File: src/rtl/operand_sequencer.sv
// operand_sequencer
//   Buffers operand words in an 8-entry FIFO. It replays them to the downstream
//   ALU stage as frames. Each frame starts with an all-zero header beat, which
//   the downstream stage consumes on its own IDLE-to-COLLECT transition. The
//   payload beats follow, one per edge, while words are available. After the
//   last beat the block waits for the downstream result strobe. A 4-bit
//   watchdog bounds that wait.
//
// Ports
//   clk                in   rising-edge clock
//   rst_n              in   asynchronous active-low reset
//   in_valid           in   upstream word present
//   in_ready           out  FIFO not full
//   in_a, in_b         in   8-bit operands of the word
//   in_instr           in   4-bit opcode of the word
//   in_last            in   word closes its frame
//   down_result_valid  in   downstream result strobe (only honoured in WAIT)
//   A, B               out  registered operands
//   instruction        out  registered opcode
//   data_valid         out  registered beat strobe
//   last_data          out  registered final-beat marker
//   busy               out  FSM is not idle
//   frame_count        out  frames acknowledged downstream, wraps at 256
//   err                out  sticky watchdog timeout flag

module operand_sequencer (
  input  logic       clk,
  input  logic       rst_n,
  input  logic       in_valid,
  output logic       in_ready,
  input  logic [7:0] in_a,
  input  logic [7:0] in_b,
  input  logic [3:0] in_instr,
  input  logic       in_last,
  input  logic       down_result_valid,
  output logic [7:0] A,
  output logic [7:0] B,
  output logic [3:0] instruction,
  output logic       data_valid,
  output logic       last_data,
  output logic       busy,
  output logic [7:0] frame_count,
  output logic       err
);

  localparam int unsigned Depth     = 8;
  localparam int unsigned PtrW      = 3;
  localparam int unsigned CntW      = 4;
  localparam int unsigned WordW     = 21;
  localparam logic [3:0]  WdLimit   = 4'd15;

  typedef enum logic [1:0] {
    StIdle,
    StPayload,
    StWait
  } state_e;

  state_e state;

  // ---------------------------------------------------------------------------
  // FIFO
  // ---------------------------------------------------------------------------
  // Word layout: [20:13] a, [12:5] b, [4:1] instr, [0] last.
  logic [WordW-1:0] mem [Depth];
  logic [PtrW-1:0]  wr_ptr;
  logic [PtrW-1:0]  rd_ptr;
  logic [CntW-1:0]  count;

  logic             fifo_empty;
  logic             fifo_full;
  logic             push;
  logic             pop;
  logic [WordW-1:0] rd_word;
  logic [WordW-1:0] wr_word;

  assign fifo_empty = (count == '0);
  assign fifo_full  = (count == CntW'(Depth));

  // Full blocks the push even on a popping edge. This keeps the occupancy
  // logic free of a pop-to-ready combinational path.
  assign in_ready = ~fifo_full;
  assign push     = in_valid & ~fifo_full;

  // Only PAYLOAD consumes words. The occupancy count is registered, so a word
  // pushed on one edge cannot be popped before the following edge.
  assign pop      = (state == StPayload) & ~fifo_empty;

  assign wr_word  = {in_a, in_b, in_instr, in_last};
  assign rd_word  = mem[rd_ptr];

  // Storage is not reset; the pointers and count define what is valid.
  always_ff @(posedge clk) begin
    if (push) begin
      mem[wr_ptr] <= wr_word;
    end
  end

  always_ff @(posedge clk or negedge rst_n) begin
    if (!rst_n) begin
      wr_ptr <= '0;
      rd_ptr <= '0;
      count  <= '0;
    end else begin
      if (push) begin
        wr_ptr <= wr_ptr + PtrW'(1);
      end
      if (pop) begin
        rd_ptr <= rd_ptr + PtrW'(1);
      end
      case ({push, pop})
        2'b10:   count <= count + CntW'(1);
        2'b01:   count <= count - CntW'(1);
        default: count <= count;
      endcase
    end
  end

  // ---------------------------------------------------------------------------
  // Sequencer FSM with registered beat outputs
  // ---------------------------------------------------------------------------
  logic [3:0] wd_cnt;

  always_ff @(posedge clk or negedge rst_n) begin
    if (!rst_n) begin
      state       <= StIdle;
      A           <= '0;
      B           <= '0;
      instruction <= '0;
      data_valid  <= 1'b0;
      last_data   <= 1'b0;
      frame_count <= '0;
      err         <= 1'b0;
      wd_cnt      <= '0;
    end else begin
      case (state)
        StIdle: begin
          last_data <= 1'b0;
          if (!fifo_empty) begin
            // Header beat: zeros with the strobe set. Nothing is popped here.
            state       <= StPayload;
            data_valid  <= 1'b1;
            A           <= '0;
            B           <= '0;
            instruction <= '0;
          end else begin
            data_valid  <= 1'b0;
          end
        end

        StPayload: begin
          if (!fifo_empty) begin
            data_valid  <= 1'b1;
            A           <= rd_word[20:13];
            B           <= rd_word[12:5];
            instruction <= rd_word[4:1];
            last_data   <= rd_word[0];
            if (rd_word[0]) begin
              state  <= StWait;
              wd_cnt <= '0;
            end
          end else begin
            // Gap inside a frame: drop the strobe and keep the operands.
            data_valid <= 1'b0;
            last_data  <= 1'b0;
          end
        end

        StWait: begin
          data_valid <= 1'b0;
          last_data  <= 1'b0;
          if (down_result_valid) begin
            state       <= StIdle;
            frame_count <= frame_count + 8'd1;
          end else if (wd_cnt == WdLimit) begin
            // Timeout: record it and recover without acknowledging the frame.
            state <= StIdle;
            err   <= 1'b1;
          end else begin
            wd_cnt <= wd_cnt + 4'd1;
          end
        end

        default: begin
          state      <= StIdle;
          data_valid <= 1'b0;
          last_data  <= 1'b0;
        end
      endcase
    end
  end

  assign busy = (state != StIdle);

endmodule

File: config.mk
export PLATFORM = sky130hd
export DESIGN_NAME = operand_sequencer
export DESIGN_NICKNAME = d
export VERILOG_FILES = /design/src/rtl/operand_sequencer.sv
export SDC_FILE = /design/constraint.sdc
export NUM_CORES = 1
export LEC_CHECK = 0
export ABC_AREA = 1
export CAP_MARGIN = 25
export CORE_MARGIN = 10
export CORE_UTILIZATION = 50
export CTS_CLUSTER_SIZE = 20
export DETAILED_ROUTE_END_ITERATION = 12
export PLACE_DENSITY = 0.65
export SYNTH_ARGS = -nofsm -noshare
export SYNTH_HDL_FRONTEND = slang
export SYNTH_SLANG_ARGS = --single-unit
File: constraint.sdc
create_clock -name clk -period 2.8 [get_ports clk]
set_clock_uncertainty 0.2 [all_clocks]
set_input_delay 0.7 -clock clk [delete_from_list [all_inputs] [get_ports clk]]
set_output_delay 0.7 -clock clk [all_outputs]
set_load 0.01 [all_outputs]
# Word-level counts from Yosys, hierarchy flattened
# Memories as Yosys holds them, arrays and structs flattened.
# Cells that the tools add are included.
[classes]
add_sub_neg = 6
n_bitwise = 5
eq_ne = 12
n_mux = 26
n_reduce_logical = 12
[ops]
columns = ["operator", "n"]
rows = [
  ["$pmux W8 S2", 2],
  ["$mux W4", 6],
  ["$mux W8", 3],
  ["$pmux W4 S2", 3],
  ["$mux W2", 5],
  ["$ne A2 B2 Y1 const B", 5],
  ["$add A4 B1 Y4 const B", 2],
  ["$add A8 B1 Y8 const B", 1],
  ["$eq A4 B4 Y1 const B", 2],
  ["$reduce_bool A2 Y1", 4],
  ["$add A3 B1 Y3 const B", 2],
  ["$mux W1", 6],
  ["$pmux W2 S3", 1],
  ["$reduce_and A3 Y1", 2],
  ["$reduce_and A5 Y1", 1],
  ["$eq A2 B1 Y1 const B", 2],
  ["$eq A2 B2 Y1 const B", 2],
  ["$logic_not A4 Y1", 1],
  ["$reduce_and A4 Y1", 1],
  ["$sub A4 B1 Y4 const B", 1],
  ["$ne A3 B3 Y1 const B", 1],
  ["$not A1 Y1", 3],
  ["$and A1 B1 Y1", 2],
  ["$logic_not A2 Y1", 1],
  ["other kinds (2)", 2],
]
[word_totals]
memories = 1
in_bits = 25
out_inout_bits = 33
word_cells = 74
ram_bits = 168
regBits = 47
[mem_list]
columns = ["name", "words", "word_bits", "rd", "rd_clocked_by_memory_dff", "wr", "line_no", "text"]
rows = [
  ["mem", 8, 21, 1, 0, 1, "64", "logic [WordW-1:0] mem [Depth];"],
]

# Longest topological paths before layout
# Gate-level depths: netlist of run 1.
[depth]
ltp_word = 5
ltp_mapped = 12
depth_no_buf = 11

# Worst setup path before layout of run 1
# No wires, ideal clock.
[synth_timing]
kind = "input-to-reg"
startpoint = "input port in_valid"
endpoint = "memory mem[0][0], enable pin"
path_slack_ns = 0.202
setup_time_ns = 0.399
cell_stages = 3
t_arrival_ns = 1.999
path_buffers = 0
t_required_ns = 2.201
cell_sequence = "nand2_1 or2_1 nor2_1"
[synth_between]
elab_chain_len = 3
[synth_lines]
columns = ["item", "line_no", "text"]
rows = [
  ["from (decl)", "29", "input logic in_valid,"],
  ["$and A1 B1 Y1", "82", "assign push = in_valid & ~fifo_full;"],
  ["$mux W1", "93", "if (push) begin"],
  ["$mux W1 (not written as such)", "94", "mem[wr_ptr] <= wr_word;"],
  ["to (decl)", "64", ""],
]
# No other way between the ends.

# Worst setup path in the final report of run 1
[layout_timing]
startpoint = "register count[0]"
endpoint = "output port in_ready"
[layout_between]
elab_chain_len = 2
[layout_lines]
columns = ["item", "line_no", "text"]
rows = [
  ["from (decl)", "67", "logic [CntW-1:0] count;"],
  ["from (signal assigned)", "111", "2'b10: count <= count + CntW'(1);"],
  ["from (signal assigned)", "112", "2'b01: count <= count - CntW'(1);"],
  ["from (signal assigned)", "113", "default: count <= count;"],
  ["$eq A4 B4 Y1", "77", "assign fifo_full = (count == CntW'(Depth));"],
  ["$not A1 Y1", "81", "assign in_ready = ~fifo_full;"],
  ["to (decl)", "30", "output logic in_ready,"],
]
# No other way between the ends.

==> flow_summary.json, run 1 <==
{
  "clock_path_buffers": 3,
  "drt-initial-drc-count": 506,
  "crit_fanout": 5,
  "fin_tns_setup_ns": 0,
  "worstSetupPathType": "reg2out",
  "switching_share_pct": 35.0,
  "avgSynthCellArea_um2": 12.3,
  "wirelength_um": 18300,
  "min-delay-path-class": "reg2reg",
  "dr.pass1.iters": 5,
  "irDropWorstVdd_v": 0.000569,
  "synth_top_flop_cell": "edfxtp_1",
  "pwr-share-seq_pct": 41.3,
  "synthCells": 705,
  "synth_common_cells": "168 x edfxtp_1, 138 x nor2_1, 86 x nand2_1",
  "grt_max_degree": 49,
  "multi_input_area_um2": 2170,
  "cts_tree": "built",
  "ctsRootBufferMaster": "clkbuf_16",
  "antenna_left": 0,
  "slew_headroom_pct": 56.7,
  "yosysTopAreaCell": "edfxtp_1",
  "antenna_cells": 0,
  "cts_sinks": 215,
  "synth_cell_types": 30,
  "yosysTopAreaCellShare_pct": 58.2,
  "die_w_um": 152,
  "numCtsBuffers": 23,
  "clock.fmax_mhz": 379,
  "clock_latency_ns": 0.50,
  "wire_per_inst_um": 18.0,
  "layout_min_cycle_time_ns": 2.64,
  "postCtsResizedCells": 0,
  "cap_violations": 0,
  "grt_pass1_vias": 5502,
  "period_share_pct": 94.2,
  "syn_area_um2": 8670,
  "routed_via_density": 5.43,
  "die_h_um": 152,
  "syn-num-nets": 737,
  "arrival_ns": 1.74,
  "n_fill_cell": 1355,
  "pwr-share-comb_pct": 33.2,
  "p_int_w": 0.00705,
  "post-route-util_pct": 60.4,
  "dieArea_um2": 23000,
  "dp.final_hpwl_um": 11200,
  "rsz0062_at_grt": "false",
  "globalplace.congestion": 0.831,
  "grt-busiest-layer": "met2",
  "fin_nets": 810,
  "vias": 5534,
  "status": "finished, final reports clean",
  "core_area_um2": 17100,
  "io_pins": 58,
  "start_util_pct": 50.6,
  "fin_total_pwr_w": 0.0108,
  "finalHoldViolCount": 0,
  "crit_slowest_cell": "clkdlybuf4s50_1",
  "remaining_drc_errors": 0,
  "worstPathRequired_ns": 1.90,
  "p_leak_nw": 3.82,
  "gr-total-overflow": 0,
  "grtUsageMet2_pct": 27.2,
  "power_density_nw_per_um2": 1050,
  "yosysSeqAreaShare_pct": 71.8,
  "worst_slack_ns": 0.162,
  "antenna_found_initial": 0,
  "ys_warn_count": 0,
  "yosys-top-cells-area": "edfxtp_1 58%, dfrtp_1 14%, nor2_1 6.0%",
  "final_layout_size_suffix_gt1_share_pct": 11.3,
  "fp-row-count": 48,
  "clkPwrFrac_pct": 25.5,
  "slowest_delay_ns": 0.50,
  "grt_use_met3_pct": 2.38,
  "synth_edf_count": 168,
  "seq_area_um2": 6220,
  "tightest_slew_ns": 0.649,
  "grt_usage_pct": 16.1,
  "grt_pass1_wl_um": 29300,
  "drv_slew": 0,
  "worstPathCellList": "nor2_1, nand3_1, clkdlybuf4s50_1",
  "syn2layout_area_growth_pct": 19.4,
  "p_switching_w": 0.00379,
  "setup_viol": 0,
  "synthArstFlopShare_pct": 21.9,
  "met1_usage_pct": 21.1,
  "synth.most_common_cell": "edfxtp_1",
  "io_buffers": 57,
  "clk_pin_slew_ns": 0.06,
  "critPathLaunchType": "register",
  "endpoint_kind": "output port",
  "htreeDepth": 1,
  "dp_slack_ns": 0.105,
  "synth_seq_cells": 215
}
-- area by class of cell --
cell class | instances | area share [%]
clock buffer | 32 | 6.18
clock inverter | 9 | 0.520
inverter | 26 | 0.943
multi-input combinational | 429 | 21.0
sequential | 215 | 60.2
tap | 225 | 2.72
timing repair buffer | 83 | 8.47
-- through the flow --
step                      area, µm²  hold slack, ns  instances
after global routing          10300           0.295       1019
final                         10300           0.277       1019
after floorplan                8670           0.204        705
after global placement         9640           0.257        977
after CTS                     10300           0.281       1019
after detailed placement       9640           0.264        977
-- routing by layer --
metal	vias up	routed length [µm]
met5	-	0
met4	0	318
met3	29	1030
met2	158	9120
met1	2720	7860
li1	2627	-
-- what timing repair did --
| item | in CTS | in global routing |
|---|---|---|
| hold buffers | 1 | 0 |
| setup buffers | 0 | 0 |
| hold endpoints to repair | 16 | 0 |
-- cell usage in the layout (no fill, tap or decap), types with 19 or more instances in the layout --
cell and instances:
clkbuf_16 23, clkdlybuf4s50_1 56, dfrtp_1 45, edfxtp_1 168, inv_1 19, nand2_1 86
nand3_1 39, nor2_1 130, o211ai_1 40, o21ai_0 52, o21ai_1 33
-- kinds of logic (layout without fill, tap and decap cells) --
group / count (synthesis) / count (layout) / synth area share [%]
muxes: 1 / 1 / 0.130
adders and majority gates: 7 / 7 / 1.01
and+or+nand+nor: 279 / 279 / 13.7
xor gates and xnor gates: 14 / 14 / 1.41
buffers and inverters: 61 / 150 / 3.38
DFF: 215 / 215 / 71.8
AOI/OAI and AO/OA: 128 / 128 / 8.62
-- registers in the layout, summed over array words and instances (netlist names) --
name         flops
mem            168
A                8
B                8
frame_count      8
count            4
instruction      4
wd_cnt           4
rd_ptr           3
wr_ptr           3
state            2
data_valid       1
err              1
last_data        1
-- worst max-delay path: cells and delay by family, from the launching register on --
family                 cells  cell delay, ns
buffers and inverters      1            0.50
flip-flops                 1            0.43
AND/OR/NAND/NOR            2            0.30
-- power by group through the flow --
stage / registers (W) / clock network (W) / logic [W]
4_1_cts: 0.00447 / 0.00282 / 0.00365
6_report: 0.00447 / 0.00277 / 0.00360
3_5_place_dp: 0.00453 / 0 / 0.00364
3_3_place_gp: 0.00450 / 0 / 0.00352
5_1_grt: 0.00454 / 0.00297 / 0.00404
2_1_floorplan: 0.00445 / 0 / 0.00237
-- final timing paths --
| path | from | end | slack [ns] | depth (start not counted) |
|---|---|---|---|---|
| max | count[0] | in_ready | 0.16 | 3 |
| min | instruction[1] | instruction[1] | 0.28 | 2 |
| max reg2reg | count[0] | count[2] | 0.52 | 9 |
| min reg2reg | instruction[1] | instruction[1] | 0.28 | 2 |
| max in group asynchronous | rst_n | rd_ptr[0] | 1.35 | 3 |
| min in group asynchronous | rst_n | count[0] | 0.49 | 2 |
(Power assumes the default switching activity.)
==> inputs of run 2 (changes only) <==
--- a/config.mk
+++ b/config.mk
@@ -9,6 +9,7 @@
 export CAP_MARGIN = 25
 export CORE_MARGIN = 10
 export CORE_UTILIZATION = 50
+export CTS_BUF_LIST = sky130_fd_sc_hd__clkbuf_4 sky130_fd_sc_hd__clkbuf_8 sky130_fd_sc_hd__clkbuf_16
 export CTS_CLUSTER_SIZE = 20
 export DETAILED_ROUTE_END_ITERATION = 12
 export PLACE_DENSITY = 0.65
==> run 2 against run 1 <==
Cell area increased by 0.22%. Non-clock buffer count is the same. Highest routed layer unchanged. Critical path type unchanged. First-iteration DRC count is 5.9% higher. Clock-buffer cell count unchanged.
==> flow_summary.json, run 2 (same netlist as run 1, synthesis figures left out) <==
{
  "cap_violations": 0,
  "irDropWorstVdd_v": 0.000549,
  "reg2reg_setup_slack_ns": 0.51,
  "die_h_um": 152,
  "dp.final_hpwl_um": 11200,
  "rsz0062_at_grt": "false",
  "wire_per_inst_um": 18.0,
  "vias": 5520,
  "gr-total-overflow": 0,
  "clock.fmax_mhz": 378,
  "endpoint_kind": "output port",
  "grt_pass1_vias": 5488,
  "p_leak_nw": 3.84,
  "final_cell_mix": "168 x edfxtp_1, 130 x nor2_1, 86 x nand2_1",
  "slew_headroom_pct": 55.2,
  "clock_path_buffers": 3,
  "drt-initial-drc-count": 536,
  "grt_max_degree": 49,
  "layout_min_cycle_time_ns": 2.64,
  "antenna_cells": 0,
  "core_area_um2": 17100,
  "cts_tree": "built",
  "arrival_ns": 1.74,
  "worstSetupPathType": "reg2out",
  "fin_nets": 810,
  "dr.pass1.iters": 6,
  "grt_usage_pct": 16.1,
  "syn2layout_area_growth_pct": 19.6,
  "fin_tns_setup_ns": 0,
  "numCtsBuffers": 23,
  "top_register": "mem",
  "antenna_left": 0,
  "antenna_found_initial": 0,
  "worst_hold_slack_ns": 0.277,
  "routed_via_density": 5.42,
  "final_layout_size_suffix_gt1_share_pct": 12.1,
  "wirelength_um": 18400,
  "drv_slew": 0,
  "dieArea_um2": 23000,
  "finalHoldViolCount": 0,
  "clock_latency_ns": 0.50,
  "worstPathRequired_ns": 1.90,
  "grt_pass1_wl_um": 29300,
  "htreeDepth": 1,
  "crit_fanout": 5,
  "largest_reg_flops": 168,
  "start_util_pct": 50.6,
  "status": "finished, final reports clean",
  "clk_pin_slew_ns": 0.06,
  "tightest_slew_ns": 0.671,
  "worstPathCellList": "nor2_1, nand3_1, clkdlybuf4s50_1",
  "globalplace.congestion": 0.831,
  "min-delay-path-class": "reg2reg",
  "remaining_drc_errors": 0,
  "final_common_cell": "edfxtp_1",
  "io_buffers": 57,
  "cts_sinks": 215,
  "cts_setup_buffers": 0,
  "io_pins": 58,
  "period_share_pct": 94.4,
  "crit_slowest_cell": "clkdlybuf4s50_1",
  "ctsRootBufferMaster": "clkbuf_16",
  "power_density_nw_per_um2": 1050,
  "die_w_um": 152,
  "fp-row-count": 48,
  "slowest_delay_ns": 0.50,
  "setup_viol": 0,
  "critPathLaunchType": "register"
}
==> run 2: cell count changes in the layout (fill, tap and decap cells not counted) <==
cell,before,now
clkbuf_4,0,6
clkbuf_1,6,0
==> run 2: repair_timing <==
item	in CTS	in global routing
endpoints found under the setup margin	0	0
endpoints found under the hold margin	16	0
hold buffers	1	0
resized for setup	0	0
==> run 2: cell type report <==
class | instances | area, µm²
Sequential cell | 215 | 6220
Fill cell | 1348 | 6750
Multi-Input combinational cell | 429 | 2170
Timing Repair Buffer | 83 | 876
Tap cell | 225 | 282
Inverter | 26 | 97.6
Clock inverter | 9 | 53.8
Clock buffer | 32 | 662
==> run 2: per-layer routing <==
metal / GRT usage, % / routed length, µm
met4: 4.58 / 334
met3: 2.44 / 958
met5: 0 / 0
met2: 27.2 / 9180
met1: 21.1 / 7910
==> run 2: worst max-delay path, delay by kind of cell (launching register included) <==
kind	cells	cell delay (ns)
flops	1	0.44
buf+inv	1	0.50
simple gates	2	0.31
==> run 2: final timing paths <==
check,to,startpoint,cells after the start
worst max-delay path,in_ready,count[0],3
worst min-delay path,instruction[1],instruction[1],2
worst max register to register,count[2],count[0],9
worst min register to register,instruction[1],instruction[1],2
max in group asynchronous,rd_ptr[0],rst_n,3
min in group asynchronous,count[0],rst_n,2
==> run 2: per-stage QoR <==
| stage | power (W) | setup slack [ns] | util [%] | cell area, µm² | cells |
|---|---|---|---|---|---|
| 2_1_floorplan | 0.00682 | 0.202 | - | 8670 | 705 |
| 3_3_place_gp | 0.00803 | 0.123 | 56.3 | 9640 | 977 |
| 3_5_place_dp | 0.00817 | 0.105 | 56.3 | 9640 | 977 |
| 4_1_cts | 0.0110 | 0.146 | 60.6 | 10400 | 1019 |
| 5_1_grt | 0.0116 | 0.0878 | 60.6 | 10400 | 1019 |
| 6_report | 0.0109 | 0.156 | 60.6 | 10400 | 1019 |
==> run 2: power breakdown <==
part | internal, W | switching, W | leakage [nW]
clock | 0.00165 | 0.00117 | 0.360
sequential | 0.00409 | 0.000389 | 2.13
combinational | 0.00137 | 0.00224 | 1.35
total | 0.00711 | 0.00380 | 3.84
